==> config.mk <==
export PLATFORM = sky130hd
export DESIGN_NAME = clk_div_cfg_ctrl
export DESIGN_NICKNAME = d
export VERILOG_FILES = /design/src/rtl/clk_div_cfg_ctrl.sv
export SDC_FILE = /design/constraint.sdc
export NUM_CORES = 1
export LEC_CHECK = 0
export CAP_MARGIN = 10
export CELL_PAD_IN_SITES_DETAIL_PLACEMENT = 0
export CELL_PAD_IN_SITES_GLOBAL_PLACEMENT = 2
export CORE_MARGIN = 1
export CORE_UTILIZATION = 32
export CTS_BUF_LIST = sky130_fd_sc_hd__clkbuf_4
export CTS_CLUSTER_SIZE = 14
export DETAILED_ROUTE_END_ITERATION = 8
export GPL_TIMING_DRIVEN = 0
export PLACE_DENSITY = 0.84
export SYNTH_ARGS = -nofsm -noshare
export SYNTH_HDL_FRONTEND = slang
export SYNTH_SLANG_ARGS = --single-unit
==> constraint.sdc <==
create_clock -name clk_in -period 2.65 [get_ports clk_in]
set_clock_uncertainty 0.05 [all_clocks]
set_input_delay 0.53 -clock clk_in [delete_from_list [all_inputs] [get_ports clk_in]]
set_output_delay 0.53 -clock clk_in [all_outputs]
set_load 0.01 [all_outputs]
==> src/rtl/clk_div_cfg_ctrl.sv <==
// Programmable clock divider with a handshake-loaded divide factor.
// New factors take effect only at the end of a low phase so clk_out never glitches.
module clk_div_cfg_ctrl #(
  parameter int unsigned MAX_DIV = 20,
  parameter bit          RST_EN  = 1'b1,
  localparam int unsigned W      = $clog2(MAX_DIV) + 1
) (
  input  logic         clk_in,
  input  logic         rst_n,
  input  logic         cfg_valid,
  output logic         cfg_ready,
  input  logic [W-1:0] cfg_div,
  input  logic         cfg_en,
  output logic         cfg_err,
  output logic         clk_out,
  output logic [W-1:0] cur_div,
  output logic         busy,
  output logic         rise_tick
);

  typedef enum logic [1:0] {
    S_IDLE = 2'd0,
    S_RUN  = 2'd1,
    S_PEND = 2'd2
  } state_t;

  state_t       r_state;
  logic [W-1:0] r_cnt;
  logic [W-1:0] r_cur_div;
  logic [W-1:0] r_pend_div;
  logic         r_pend_en;
  logic         r_clk_out;
  logic         r_cfg_ready;
  logic         r_busy;
  logic         r_cfg_err;
  logic         r_rise_tick;

  logic [W-1:0] w_half_m1;
  logic         w_tc;
  logic         w_legal;
  logic         w_xfer;
  logic         w_accept;

  // Terminal count of the half-period counter and request qualification
  assign w_half_m1 = (r_cur_div >> 1) - W'(1);
  assign w_tc      = (r_cnt == w_half_m1);
  assign w_legal   = ~cfg_div[0] && (cfg_div >= W'(2)) && (cfg_div <= W'(MAX_DIV));
  assign w_xfer    = cfg_valid && r_cfg_ready;
  assign w_accept  = w_xfer && w_legal;

  // Control FSM, half-period counter and all registered outputs
  always_ff @(posedge clk_in or negedge rst_n) begin
    if (!rst_n) begin
      r_state     <= RST_EN ? S_RUN : S_IDLE;
      r_cnt       <= '0;
      r_cur_div   <= W'(MAX_DIV);
      r_pend_div  <= '0;
      r_pend_en   <= 1'b0;
      r_clk_out   <= 1'b0;
      r_cfg_ready <= 1'b1;
      r_busy      <= 1'b0;
      r_cfg_err   <= 1'b0;
      r_rise_tick <= 1'b0;
    end else begin
      r_cfg_err   <= w_xfer && !w_legal;
      r_rise_tick <= 1'b0;
      case (r_state)
        S_IDLE: begin
          if (w_accept) begin
            r_cur_div <= cfg_div;
            r_cnt     <= '0;
            r_clk_out <= 1'b0;
            r_state   <= cfg_en ? S_RUN : S_IDLE;
          end
        end
        S_RUN: begin
          if (w_tc) begin
            r_cnt       <= '0;
            r_clk_out   <= ~r_clk_out;
            r_rise_tick <= ~r_clk_out;
          end else begin
            r_cnt <= r_cnt + W'(1);
          end
          if (w_accept) begin
            r_pend_div  <= cfg_div;
            r_pend_en   <= cfg_en;
            r_state     <= S_PEND;
            r_cfg_ready <= 1'b0;
            r_busy      <= 1'b1;
          end
        end
        S_PEND: begin
          if (w_tc && !r_clk_out) begin
            // End of low phase: swap in the held factor
            r_cnt       <= '0;
            r_cur_div   <= r_pend_div;
            r_busy      <= 1'b0;
            r_cfg_ready <= 1'b1;
            r_pend_div  <= '0;
            r_pend_en   <= 1'b0;
            if (r_pend_en) begin
              r_clk_out   <= 1'b1;
              r_rise_tick <= 1'b1;
              r_state     <= S_RUN;
            end else begin
              r_state <= S_IDLE;
            end
          end else if (w_tc) begin
            r_cnt     <= '0;
            r_clk_out <= ~r_clk_out;
          end else begin
            r_cnt <= r_cnt + W'(1);
          end
        end
        default: begin
          r_state     <= S_IDLE;
          r_cnt       <= '0;
          r_clk_out   <= 1'b0;
          r_cfg_ready <= 1'b1;
          r_busy      <= 1'b0;
        end
      endcase
    end
  end

  assign cfg_ready = r_cfg_ready;
  assign cfg_err   = r_cfg_err;
  assign clk_out   = r_clk_out;
  assign cur_div   = r_cur_div;
  assign busy      = r_busy;
  assign rise_tick = r_rise_tick;

endmodule

==> results of run 1 <==
## where the power goes
| part | total [mW] | switching, mW | internal (mW) |
|---|---|---|---|
| Sequential | 0.397 | 0 | 0.397 |
| Combinational | 0.0347 | 0.0187 | 0.0161 |
| Clock | 0.175 | 0.122 | 0.0534 |
## state kept, by name, summed over array words and instances, names as in the netlist
| signal | flops |
|---|---|
| cfg_ready | 1 |
| clk_out | 1 |
| cur_div | 6 |
| r_state | 2 |
| r_pend_div | 6 |
| rise_tick | 1 |
| busy | 1 |
| cfg_err | 1 |
| r_pend_en | 1 |
| r_cnt | 6 |
## final cells by class
cell class                 count  area share
buffer                         7     0.01609
clock buffer                   3     0.01114
inverter                       8     0.01485
multi-input combinational    123      0.4697
sequential                    26      0.3243
tap                           67     0.04146
timing repair buffer          26      0.1225
## what timing repair did
action / CTS / global route
endpoints found under the setup margin: 20 / 18
pin swaps: 5 / 4
gates resized for setup: 9 / 10
setup buffers: 4 / 2
hold buffers: 0 / 0
## kinds of logic after synthesis
kind of cell             after synthesis  synth area share
buffers and inverters                 15           0.03906
AND/OR/NAND/NOR                       49            0.1555
AO/OA/AOI/OAI                         44            0.1914
multiplexers                          14           0.09610
flip-flops                            26            0.4094
adder cells (fa/ha/maj)                9           0.07031
XOR/XNOR                               7           0.03828
## worst paths after layout
kind                                from             to  slack [ns]
max                           cur_div[2]     cur_div[5]        0.11
min                                rst_n      r_pend_en        0.14
max reg2reg                   cur_div[2]     cur_div[5]        0.11
min reg2reg                r_pend_div[0]  r_pend_div[0]        0.46
max in group asynchronous          rst_n  r_pend_div[0]        2.01
min in group clk_in        r_pend_div[0]  r_pend_div[0]        0.46
## critical path: cells and delay by family, from the launching register on
| kind | cells | cell delay [ns] |
|---|---|---|
| compound gates | 3 | 0.55 |
| buf+inv | 1 | 0.07 |
| simple gates | 3 | 0.45 |
| mux | 1 | 0.35 |
| flops | 1 | 0.55 |
| fa+ha+maj | 2 | 0.41 |
## Yosys cell counts (3+ instances only)
cell type	instances	area share
dfrtp_1	22	0.34
nand2_1	13	0.030
a21oi_1	10	0.031
nor2_1	10	0.023
ha_1	9	0.070
inv_1	8	0.019
mux2_2	8	0.056
o21ai_0	8	0.025
nor3_1	6	0.019
mux2i_1	5	0.031
a31oi_1	4	0.016
and3_1	4	0.016
dfstp_2	4	0.066
nand3_1	4	0.013
xor2_1	4	0.022
clkbuf_1	3	0.0070
nand2b_1	3	0.012
nor2b_1	3	0.012
xnor2_1	3	0.016
## stage by stage
stage | total power, mW | worst slack, ns | util | hold WS (ns)
finish | 0.6073 | 0.1109 | 0.4253 | 0.1402
global route | 0.6316 | -0.0002331 | 0.4253 | 0.1667
CTS | 0.6148 | 0.03553 | 0.4139 | 0.4626
detailed placement | 0.4411 | -0.4324 | 0.3966 | 0.4312
global placement | 0.4404 | -0.3842 | 0.3966 | 0.4158
floorplan | 0.4128 | 0.002863 | - | 0.1844
## metal layers
layer | vias to the layer above | wire (um) | track usage
li1 | 651 | - | -
met1 | 656 | 1779 | 0.2198
met2 | 18 | 1911 | 0.2596
met3 | 4 | 105 | 0.02486
met4 | 0 | 31 | 0.04575
met5 | - | 0 | 0
## cells in the final DEF, fill, tap and decap left out, types with 3 or more instances in the layout
cell,count
mux2_2,7
dfrtp_1,22
buf_2,3
nand2_1,13
clkbuf_1,3
o21ai_1,3
nand3_1,4
clkbuf_4,3
o21ai_0,6
clkdlybuf4s50_1,19
and3_1,4
a31oi_1,4
a21oi_1,9
xnor2_1,3
nor2b_1,3
ha_1,6
buf_4,5
inv_1,8
nor3_1,6
mux2i_1,5
dfstp_2,4
xor2_1,4
nor2_1,8
==> impl_metrics.toml, run 1 <==
[grt]
grt_pass1_wl_mm = 6.396
grt_usage = 0.1596
grt_max_degree = 27
antenna_found_initial = 0
grt_overflow = 0
grt_pass1_vias = 1251

[timing]
setup_violations = 0
min_period_ns = 2.539
slew_headroom = 0.5888
hold_violations = 0
fmax_ghz = 0.3938
worst_pin_slew_ns = 0.6167
finalSetupTns_ns = 0
fin_crit_sh = 0.9582
final_max_slew_viol_count = 0

[place]
port_buffers = 20
hpwl_mm = 2.762
gp_congestion = 0.7590
post_dp_cell_area_um2 = 1886
dp_cells = 251

[synth]
synth_edf_count = 0
ys.flop_type = "dfrtp_1"
postSynth.asyncResetShare = 1.000
syn_area_um2 = 1602
synth.avg_cell_area_um2 = 9.765
ys_types = 45
seq_area_frac_synth = 0.4094
ys_ff_latch = 26
synth_nets = 183
synth_warnings = 0
syn_inst = 164

[floorplanning]
start_util = 0.3368
die_w_um = 72.75
fp.coreArea_um2 = 4755
rows = 25
die_area_um2 = 5292
die-height_um = 72.75
io_pins = 21

[setup_path]
crit_type = "reg2reg"
arrival_ns = 2.72
slowest_stage = "dfstp_2"
max_stage_delay_ns = 0.55
cp-start-kind = "flip-flop"
reg2reg_depth = 10
cp_max_fo = 5
path_common_cell = "nor2_2"
cp.required_ns = 2.83
crit_path_end_kind = "flip-flop"
path_cells = "inv_1 > ha_4 > o21ba_2 > a221oi_2 > a41oi_2 > nor2_2 > ha_2 > nor2_2 > nor2_4 > mux2_2"

[detailed_routing]
drt_first_pass_iters = 4
dr_total_vias = 1329
drt_iter0_markers = 39
drc_errors = 0
routedWlPerCell_um = 14.72
wl_mm = 3.827
routed_via_density = 5.112
antenna_left = 0

[worst_hold_path]
hold_class = "in2async"

[clock_tree]
clock_latency_ns = 0.32
cts_inserted_buffers = 3
cts.sinks = 26
cts_tree = "yes"
cts.path.max_buffers = 2
root_buffer = "clkbuf_4"
clk_pin_slew_ns = 0.14
htreeDepth = 1

[pwr]
power.leakage_nw = 0.8615
power_density_nw_per_um2 = 300.3
vdd_ir_drop_max_mv = 0.1846

[cells_and_area]
drive_gt1_frac = 0.2228
area_growth_pct = 26.25
nets = 214
fin_cells = 260
seq_area_um2 = 655.6
final_area_um2 = 2022
multi_input_area_um2 = 949.7
diodes = 0
fill_cells = 488

[run_status]
status = "complete, no violations"

[flow_run]
drv_cap = 0
Note: power is estimated with default switching activity, not from simulation.
==> inputs of run 2 (changes only) <==
==> config.mk (replaced) <==
export PLATFORM = sky130hd
export DESIGN_NAME = clk_div_cfg_ctrl
export DESIGN_NICKNAME = d
export VERILOG_FILES = /design/src/rtl/clk_div_cfg_ctrl.sv
export SDC_FILE = /design/constraint.sdc
export NUM_CORES = 1
export LEC_CHECK = 0
export ABC_AREA = 1
export CELL_PAD_IN_SITES_DETAIL_PLACEMENT = 0
export CELL_PAD_IN_SITES_GLOBAL_PLACEMENT = 2
export CORE_MARGIN = 1
export CORE_UTILIZATION = 30
export CTS_BUF_LIST = sky130_fd_sc_hd__clkbuf_4
export CTS_CLUSTER_SIZE = 14
export DETAILED_ROUTE_END_ITERATION = 8
export PLACE_DENSITY = 0.85
export SYNTH_ARGS = -nofsm -noshare
export SYNTH_HDL_FRONTEND = slang
export SYNTH_SLANG_ARGS = --single-unit
==> run 2 against run 1 <==
Effect of this change: utilization down 4.8 points; total power decreased by 1.7%; via count up 0.90%; sequential share of layout area grew 1.2 points; synthesized cell count grew 32%; wire length fell by 11%; first-iteration DRC count rose by 7.7%; critical path depth is 6 higher; combinational power rose by 1%; hold slack improved by 0.31 ns; clock power down 6%; critical path type unchanged; largest cell class unchanged; largest power group unchanged.
==> impl_metrics.toml, run 2 <==
[grt]
grt_usage = 0.1381
grt_max_degree = 27
grt_pass1_wl_mm = 6.099
grt_overflow = 0
grt_pass1_vias = 1341
antenna_found_initial = 0

[synth]
synth_edf_count = 0
syn_area_um2 = 1635
postSynth.asyncResetShare = 1.000
synth_top_cell_by_area = "dfrtp_1"
synth_warnings = 0
ys_types = 25
ys_ff_latch = 26
synth.avg_cell_area_um2 = 7.536
syn_inst = 217
synth_commonest_cells = "nand2_1, inv_1, dfrtp_1"
yosysMostFrequentCell = "nand2_1"
ys.flop_type = "dfrtp_1"
synth_nets = 236
seq_area_frac_synth = 0.4009
yosys.area.top_type_share = 0.3366
synthTopCellsByArea = "dfrtp_1, nand2_1, ha_1"

[clock_tree]
htreeDepth = 1
cts.path.max_buffers = 2
cts_tree = "yes"
cts_inserted_buffers = 3
root_buffer = "clkbuf_4"
cts.sinks = 26
clk_pin_slew_ns = 0.13
clock_latency_ns = 0.31
hold_buffers = 0

[floorplanning]
die_area_um2 = 5750
start_util = 0.3162
io_pins = 21
die_w_um = 75.83
fp.coreArea_um2 = 5172
die-height_um = 75.83
rows = 26

[cells_and_area]
drive_gt1_frac = 0.1172
final_common_cell = "nand2_1"
final_area_um2 = 1949
nets = 260
layout_common_cells = "nand2_1, inv_1, dfrtp_1"
area_growth_pct = 19.20
fill_cells = 571
diodes = 0
final_core_util = 0.3769

[setup_path]
crit_type = "reg2reg"
crit_path_end_kind = "flip-flop"
cp.required_ns = 2.85
slowest_stage = "dfstp_2"
cp_max_fo = 5
path_cells = "inv_1 > ha_1 > inv_1 > nand2_1 > nand2_1 > nand2_1 > nand2_1 > nand3_1 > nor2_1 > nand2_2 > inv_1 > ha_1 > nor2_1 > inv_1 > nand3_1 > o21ai_0"
reg2reg_from = "cur_div[2]"
arrival_ns = 2.61
reg2reg_depth = 16
reg2reg_to = "cfg_ready"
cp-start-kind = "flip-flop"
reg2reg_slack_ns = 0.24
max_stage_delay_ns = 0.60

[timing]
fin_crit_sh = 0.9099
min_period_ns = 2.411
hold_violations = 0
final_max_slew_viol_count = 0
rsz0062_at_grt = "false"
setup_ws_ns = 0.2388
finalSetupTns_ns = 0
fmax_ghz = 0.4147
slew_headroom = 0.7301
setup_violations = 0
worst_pin_slew_ns = 0.4048

[place]
hpwl_mm = 2.717
gp_congestion = 0.8396
port_buffers = 20
post_dp_cell_area_um2 = 1911
pre_cts_slack_ns = 0.2325

[worst_hold_path]
min_to = "r_state[0]"
whs_path_depth = 2
holdCritStartpoint = "r_state[0]"
hold_class = "reg2reg"

[detailed_routing]
wl_mm = 3.425
dr_total_vias = 1341
route.met3.wl_um = 105
drt_iter0_markers = 42
top_layer_used = "met4"
drc_errors = 0
wl_met2_mm = 1.578
routed_via_density = 4.340
antenna_left = 0
routedWlPerCell_um = 11.08
wirelength_met1_mm = 1.714
drt_first_pass_iters = 4

[flow_run]
drv_cap = 0

[pwr]
power.leakage_nw = 0.9296
power_density_nw_per_um2 = 306.3
vdd_ir_drop_max_mv = 0.1406

[run_status]
status = "complete, no violations"
## run 2: report_power, final
group | internal (mW) | leakage (nW) | switching [mW]
clock | 0.0532 | 0.0138 | 0.112
combinational | 0.0169 | 0.578 | 0.0183
sequential | 0.397 | 0.338 | 0
total | 0.467 | 0.930 | 0.130
## run 2: critical path, delay by kind of cell (launching register included)
kind | cells | cell delay (ns)
AND/OR/NAND/NOR | 9 | 0.74
AO/OA/AOI/OAI | 1 | 0.20
buffers and inverters | 4 | 0.37
adder cells (fa/ha/maj) | 2 | 0.37
flip-flops | 1 | 0.60
## run 2: worst max path at each step
stage                           from    endpoint  slack (ns)  cells after the start
final                     cur_div[2]   cfg_ready        0.24                     16
after global routing      cur_div[2]   r_pend_en        0.01                     17
after CTS                 cur_div[2]  cur_div[1]        0.20                     17
after detailed placement  cur_div[2]  cur_div[1]        0.23                     17
after global placement    cur_div[2]  cur_div[3]        0.23                     17
after floorplan           cur_div[2]  cur_div[5]        0.39                     18
## run 2: metrics by stage
step	std cells	hold WS (ns)	power, mW
final	309	0.4456	0.5971
after global routing	309	0.4765	0.6314
after CTS	309	0.4513	0.6099
after detailed placement	306	0.4235	0.4410
after global placement	306	0.4156	0.4410
after floorplan	217	0.1844	0.4145
## run 2: what timing repair did
action / in CTS / in global routing
setup buffers: 0 / 0
resized for setup: 0 / 3
setup endpoints to repair: 0 / 9
## run 2: layer usage
layer / track usage / up-vias
met4: 0.02469 / 0
met5: 0 / -
met1: 0.1864 / 589
met3: 0.02381 / 4
li1: - / 730
met2: 0.2340 / 18
## run 2: final cells by class
type | count | area, um^2 | share of cell area
Inverter | 27 | 101.3 | 0.05199
Clock buffer | 3 | 22.52 | 0.01155
Sequential cell | 26 | 655.6 | 0.3363
Tap cell | 70 | 87.58 | 0.04493
Timing Repair Buffer | 22 | 215.2 | 0.1104
Multi-Input combinational cell | 161 | 867.1 | 0.4448
## run 2: cell families after synthesis
| logic type | count (synthesis) | share of synthesized area |
|---|---|---|
| fa+ha+maj | 9 | 0.06886 |
| xor+xnor | 5 | 0.02678 |
| mux | 2 | 0.01224 |
| simple gates | 122 | 0.3152 |
| compound gates | 23 | 0.09717 |
| buf+inv | 30 | 0.07880 |
| flops | 26 | 0.4009 |
